**src/rtl/mult_add_param.sv**
```systemverilog
// Sequential shift-add multiply-accumulate: product = multiplicand*multiplier + addend,
// one multiplier bit per clock, fixed latency, strt/idle handshake.
module mult_add_param #(
    parameter int unsigned BITSIZE   = 8,
    parameter int unsigned INDEXSIZE = 3
) (
    input  logic                   clk,
    input  logic                   rst,
    input  logic                   strt,
    input  logic [BITSIZE-1:0]     multiplicand,
    input  logic [BITSIZE-1:0]     multiplier,
    input  logic [BITSIZE-1:0]     addend,
    output logic [2*BITSIZE-1:0]   product,
    output logic                   done,
    output logic                   idle
);

    localparam int unsigned W2 = 2 * BITSIZE;
    localparam logic [INDEXSIZE-1:0] LAST_IDX = INDEXSIZE'(BITSIZE - 1);

    typedef enum logic [1:0] {
        IDLE     = 2'b00,
        CALC     = 2'b11,
        POSTCALC = 2'b10
    } state_t;

    state_t               state;
    logic [W2-1:0]        acc;
    logic [BITSIZE-1:0]   mcand;
    logic [BITSIZE-1:0]   mplier;
    logic [INDEXSIZE-1:0] cnt;
    logic [W2-1:0]        shifted;

    // Partial product for the current multiplier bit; the 2N-bit sum never carries out.
    assign shifted = W2'(mcand) << cnt;
    assign idle    = (state == IDLE);

    always_ff @(posedge clk or posedge rst) begin
        if (rst) begin
            state   <= IDLE;
            product <= '0;
            done    <= 1'b0;
            acc     <= '0;
            mcand   <= '0;
            mplier  <= '0;
            cnt     <= '0;
        end else begin
            done <= 1'b0;
            case (state)
                IDLE: begin
                    if (strt) begin
                        acc    <= W2'(addend);
                        mcand  <= multiplicand;
                        mplier <= multiplier;
                        cnt    <= '0;
                        state  <= CALC;
                    end
                end
                CALC: begin
                    if (mplier[cnt]) begin
                        acc <= acc + shifted;
                    end
                    cnt <= cnt + INDEXSIZE'(1);
                    if (cnt == LAST_IDX) begin
                        state <= POSTCALC;
                    end
                end
                POSTCALC: begin
                    product <= acc;
                    done    <= 1'b1;
                    state   <= IDLE;
                end
                default: state <= IDLE;
            endcase
        end
    end

endmodule

```
**config.mk**
```make
export PLATFORM = sky130hd
export DESIGN_NAME = mult_add_param
export DESIGN_NICKNAME = d
export VERILOG_FILES = /design/src/rtl/mult_add_param.sv
export SDC_FILE = /design/constraint.sdc
export NUM_CORES = 1
export LEC_CHECK = 0
export CAP_MARGIN = 5
export CORE_AREA = 4 4 78 80
export DETAILED_ROUTE_END_ITERATION = 12
export DIE_AREA = 0 0 82 84
export PLACE_DENSITY = 0.82
export SLEW_MARGIN = 20
export SYNTH_ARGS = -nofsm -noshare
export SYNTH_HDL_FRONTEND = slang
export SYNTH_SLANG_ARGS = --single-unit
```
**constraint.sdc**
```tcl
create_clock -name clk -period 9 [get_ports clk]
set_clock_uncertainty 0.1 [all_clocks]
set_input_delay 0.9 -clock clk [delete_from_list [all_inputs] [get_ports clk]]
set_output_delay 0.9 -clock clk [all_outputs]
set_load 0.02 [all_outputs]
```
==> run_summary.xml <==
<?xml version="1.0" encoding="UTF-8"?>
<metrics>
  <group name="drt">
    <metric name="drt_first_pass_iters" unit="">4</metric>
    <metric name="routed_via_density" unit="">5.788</metric>
    <metric name="first_iter_violations" unit="">149</metric>
    <metric name="drtAntennaViolNets" unit="">0</metric>
    <metric name="drc" unit="">0</metric>
    <metric name="avgRoutedWirePerCell" unit="um">16.14</metric>
    <metric name="routed_wl" unit="mm">6.392</metric>
    <metric name="number_of_vias_in_the_routed_layout" unit="">2292</metric>
  </group>
  <group name="clock_tree">
    <metric name="post_cts.repair.setup_buffers" unit="">0</metric>
    <metric name="cts.htree.levels" unit="">2</metric>
    <metric name="clock_tree_from_tritoncts" unit="">yes</metric>
    <metric name="root_buffer" unit="">sky130_fd_sc_hd__clkbuf_8</metric>
    <metric name="cts.reportedPaths.clkPinSlew" unit="ns">0.09</metric>
    <metric name="post_cts_hold_buffer_count" unit="">0</metric>
    <metric name="clock_latency" unit="ns">0.30</metric>
    <metric name="clock_sink_count" unit="">54</metric>
    <metric name="cts.repair.resized" unit="">0</metric>
    <metric name="tritoncts_buffer_count" unit="">5</metric>
    <metric name="clock_tree.buffer_depth" unit="">2</metric>
  </group>
  <group name="floorplan">
    <metric name="io_pins" unit="">45</metric>
    <metric name="fp.dieH" unit="um">84</metric>
    <metric name="die_area" unit="mm^2">0.006888</metric>
    <metric name="design.core.area" unit="mm^2">0.005405</metric>
    <metric name="floorplan.initialDensity" unit="">0.5782</metric>
    <metric name="die_width" unit="um">82</metric>
    <metric name="floorplan.rows" unit="">27</metric>
  </group>
  <group name="power_and_ir_drop">
    <metric name="share_clk_of_total_power" unit="">0.106</metric>
    <metric name="leakage" unit="nW">1.636</metric>
    <metric name="pwr-share-comb" unit="">0.571</metric>
    <metric name="vdd_ir_drop_max" unit="V">0.0001699</metric>
    <metric name="sequentialPowerShare" unit="">0.324</metric>
    <metric name="power_density" unit="mW/mm^2">335.0</metric>
    <metric name="report.power.total" unit="W">0.001231</metric>
    <metric name="power.switching" unit="W">0.0005155</metric>
    <metric name="swShare" unit="">0.4188</metric>
    <metric name="p_int" unit="W">0.0007154</metric>
  </group>
  <group name="logic_synthesis">
    <metric name="netlist_area" unit="mm^2">0.003125</metric>
    <metric name="synth.ff_latch_count" unit="">54</metric>
    <metric name="synthCells" unit="">286</metric>
    <metric name="post_synth_edffs" unit="">0</metric>
    <metric name="synth.net_count" unit="">334</metric>
    <metric name="synth_cell_types" unit="">46</metric>
    <metric name="synth_flop_cell" unit="">sky130_fd_sc_hd__dfrtp_1</metric>
    <metric name="synth-seq-area-share" unit="">0.4323</metric>
    <metric name="async_flop_share" unit="">1.000</metric>
    <metric name="postSynthAreaPerCell" unit="um^2">10.93</metric>
    <metric name="ys_warn_count" unit="">0</metric>
  </group>
  <group name="place">
    <metric name="sum_of_net_half_perimeters_after_detailed_placement" unit="mm">4.768</metric>
    <metric name="cell_area_placed" unit="mm^2">0.003593</metric>
    <metric name="io_buffer_count" unit="">44</metric>
    <metric name="dpl.cell_count" unit="">389</metric>
    <metric name="gp_congestion" unit="">0.9718</metric>
  </group>
  <group name="sta">
    <metric name="fmax" unit="MHz">280.7</metric>
    <metric name="hold_viol_final" unit="">0</metric>
    <metric name="rsz0062_at_grt" unit="">false</metric>
    <metric name="worstMarginPinSlew" unit="ns">0.9907</metric>
    <metric name="count_of_final_setup_violators" unit="">0</metric>
    <metric name="worst_slew_slack_as_a_fraction_of_its_limit" unit="">0.3379</metric>
    <metric name="slew_limit_fails" unit="">0</metric>
    <metric name="layout_min_cycle_time" unit="ns">3.562</metric>
    <metric name="setup-tns-final" unit="ns">0</metric>
    <metric name="fraction_of_the_cycle_the_final_worst_path_needs" unit="">0.3958</metric>
  </group>
  <group name="critical_path">
    <metric name="rr_worst_depth" unit="">10</metric>
    <metric name="timing.critical_path.to_type" unit="">register</metric>
    <metric name="setup.worst_path.class" unit="">reg -&gt; reg</metric>
    <metric name="worst_ep_arrival_time" unit="ns">3.66</metric>
    <metric name="worst_ep_required_time" unit="ns">9.10</metric>
    <metric name="worstPathMaxFanout" unit="">18</metric>
    <metric name="startpoint_type" unit="">register</metric>
  </group>
  <group name="min_path">
    <metric name="timing.hold.worst.class" unit="">reg -&gt; reg</metric>
    <metric name="hold-path-cell-count" unit="">1</metric>
  </group>
  <group name="global_route">
    <metric name="gr-usage-all-layers" unit="">0.2057</metric>
    <metric name="antenna_violations_before_repair" unit="">0</metric>
    <metric name="grt_start_max_net_pins" unit="">55</metric>
    <metric name="first_global_vias" unit="">2331</metric>
    <metric name="first_pass_grt_wire_length" unit="mm">11.21</metric>
    <metric name="overflow" unit="">0</metric>
  </group>
  <group name="layout">
    <metric name="fin_util" unit="">0.6799</metric>
    <metric name="layout_overhead_on_the_synthesized_area" unit="%">17.57</metric>
    <metric name="fillCellCount" unit="">458</metric>
    <metric name="nNetsFinal" unit="">372</metric>
    <metric name="antenna_diode_instance_count" unit="">0</metric>
    <metric name="final_cell_area" unit="mm^2">0.003675</metric>
    <metric name="drive_above_1_share" unit="">0.1420</metric>
    <metric name="layout.cells.non_filler" unit="">396</metric>
  </group>
  <group name="run_status">
    <metric name="run_status" unit="">completed</metric>
  </group>
  <group name="flow_run">
    <metric name="cap_violations" unit="">0</metric>
  </group>
</metrics>
-- routing by layer --
metal | up-vias | global-route usage | share of wire | wire (um)
met5 | - | 0 | 0 | 0
met4 | 0 | 0.05891 | 0.0039 | 25
met3 | 2 | 0.02808 | 0.036 | 230
met2 | 48 | 0.3204 | 0.48 | 3084
met1 | 1111 | 0.2968 | 0.48 | 3051
li1 | 1131 | - | - | -
-- cell families (layout without fill, tap and decap cells) --
kind of cell / count (synthesis) / count (layout) / synth area share
AO/OA/AOI/OAI: 66 / 66 / 0.1461
XOR/XNOR: 13 / 13 / 0.03643
adder cells (fa/ha/maj): 21 / 21 / 0.08647
buffers and inverters: 21 / 59 / 0.02962
flip-flops: 54 / 54 / 0.4323
multiplexers: 46 / 46 / 0.1629
AND/OR/NAND/NOR: 65 / 65 / 0.1061
-- power by group through the flow --
stage | Sequential (W) | Clock (W) | Combinational (W)
3_3_place_gp | 0.000399 | 0 | 0.000678
6_report | 0.000398 | 0.000130 | 0.000703
5_1_grt | 0.000413 | 0.000144 | 0.000782
4_1_cts | 0.000399 | 0.000133 | 0.000701
2_1_floorplan | 0.000393 | 0 | 0.000544
3_5_place_dp | 0.000404 | 0 | 0.000695
-- synthesized netlist by cell type (all sizes together), types with 2 or more instances --
cell,n,area (um^2)
nand4,3,18.77
clkbuf,6,22.52
nor2,16,62.56
a32o,2,20.02
a21o,4,30.03
mux2,39,439.2
a22o,7,61.31
a31oi,5,31.28
nor3,4,20.02
a21oi,15,75.07
nand2,16,60.06
a211oi,2,15.01
o21ai,10,50.05
o22ai,5,31.28
nor3b,7,52.55
nand3,6,30.03
mux2i,7,70.07
xnor2,9,78.83
buf,7,40.04
ha,20,250.2
dfrtp,54,1351
a221o,7,70.07
inv,8,30.03
nand2b,5,31.28
xor2,4,35.03
nor2b,3,18.77
-- cell type report --
cell class / count / area, um^2 / share of cell area
Tap cell: 72 / 90.09 / 0.02451
Timing Repair Buffer: 44 / 440.4 / 0.1199
Multi-Input combinational cell: 211 / 1682 / 0.4576
Clock inverter: 1 / 7.507 / 0.002043
Inverter: 8 / 31.28 / 0.008512
Sequential cell: 54 / 1351 / 0.3677
Clock buffer: 6 / 72.57 / 0.01975
-- worst paths after layout --
| path | from | end | slack (ns) |
|---|---|---|---|
| worst max-delay path | cnt[0] | acc[12] | 5.44 |
| worst min-delay path | mplier[6] | mplier[6] | 0.41 |
| worst max register to register | cnt[0] | acc[12] | 5.44 |
| worst min register to register | mplier[6] | mplier[6] | 0.41 |
| max in group asynchronous | rst | acc[4] | 7.28 |
| min in group asynchronous | rst | product[13] | 0.99 |
-- sequential cells by signal, indices dropped and copies added (netlist names) --
register and count:
acc 16, product 16, mcand 8, mplier 8, cnt 3, state 2, done 1
-- worst max-delay path: stages (launching register included) --
cell and delay [ns]:
sky130_fd_sc_hd__dfrtp_1 0.76, sky130_fd_sc_hd__mux2_2 0.42, sky130_fd_sc_hd__o21ai_0 0.25, sky130_fd_sc_hd__o22ai_1 0.12
sky130_fd_sc_hd__ha_1 0.34, sky130_fd_sc_hd__and3_1 0.16, sky130_fd_sc_hd__o2bb2ai_1 0.16, sky130_fd_sc_hd__o41ai_1 0.59
sky130_fd_sc_hd__o21ai_0 0.22, sky130_fd_sc_hd__xor2_1 0.17, sky130_fd_sc_hd__a22o_1 0.18
-- metrics by stage --
stage / worst slack (ns) / hold WS, ns
final: 5.438 / 0.4075
after global routing: 5.110 / 0.4307
after CTS: 5.487 / 0.4096
after detailed placement: 5.524 / 0.3884
after global placement: 5.566 / 0.3843
after floorplan: 5.708 / 0.3712
-- layout by cell type, fill, tap and decap left out, types with 2 or more instances in the layout --
cell                              synthesis  layout
sky130_fd_sc_hd__clkbuf_8                 0       5
sky130_fd_sc_hd__a31oi_1                  5       5
sky130_fd_sc_hd__a21oi_1                 15      15
sky130_fd_sc_hd__o21ai_0                 10      10
sky130_fd_sc_hd__o22ai_1                  5       5
sky130_fd_sc_hd__a22o_1                   7       7
sky130_fd_sc_hd__mux2_1                   2       2
sky130_fd_sc_hd__nand3_1                  6       6
sky130_fd_sc_hd__inv_1                    8       7
sky130_fd_sc_hd__mux2i_1                  7       7
sky130_fd_sc_hd__dfrtp_1                 54      54
sky130_fd_sc_hd__xor2_1                   4       4
sky130_fd_sc_hd__nor3_1                   4       4
sky130_fd_sc_hd__nor3b_1                  7       7
sky130_fd_sc_hd__clkdlybuf4s50_1          0      44
sky130_fd_sc_hd__nand4_1                  3       3
sky130_fd_sc_hd__nor2b_1                  3       3
sky130_fd_sc_hd__a221o_1                  7       7
sky130_fd_sc_hd__nor2_1                  15      15
sky130_fd_sc_hd__a21o_1                   4       4
sky130_fd_sc_hd__nand2b_1                 5       5
sky130_fd_sc_hd__mux2_2                  37      37
sky130_fd_sc_hd__xnor2_1                  9       9
sky130_fd_sc_hd__a211oi_1                 2       2
sky130_fd_sc_hd__nand2_1                 16      16
sky130_fd_sc_hd__a32o_1                   2       2
sky130_fd_sc_hd__ha_1                    20      20
Note: power is estimated with default switching activity, not from simulation.
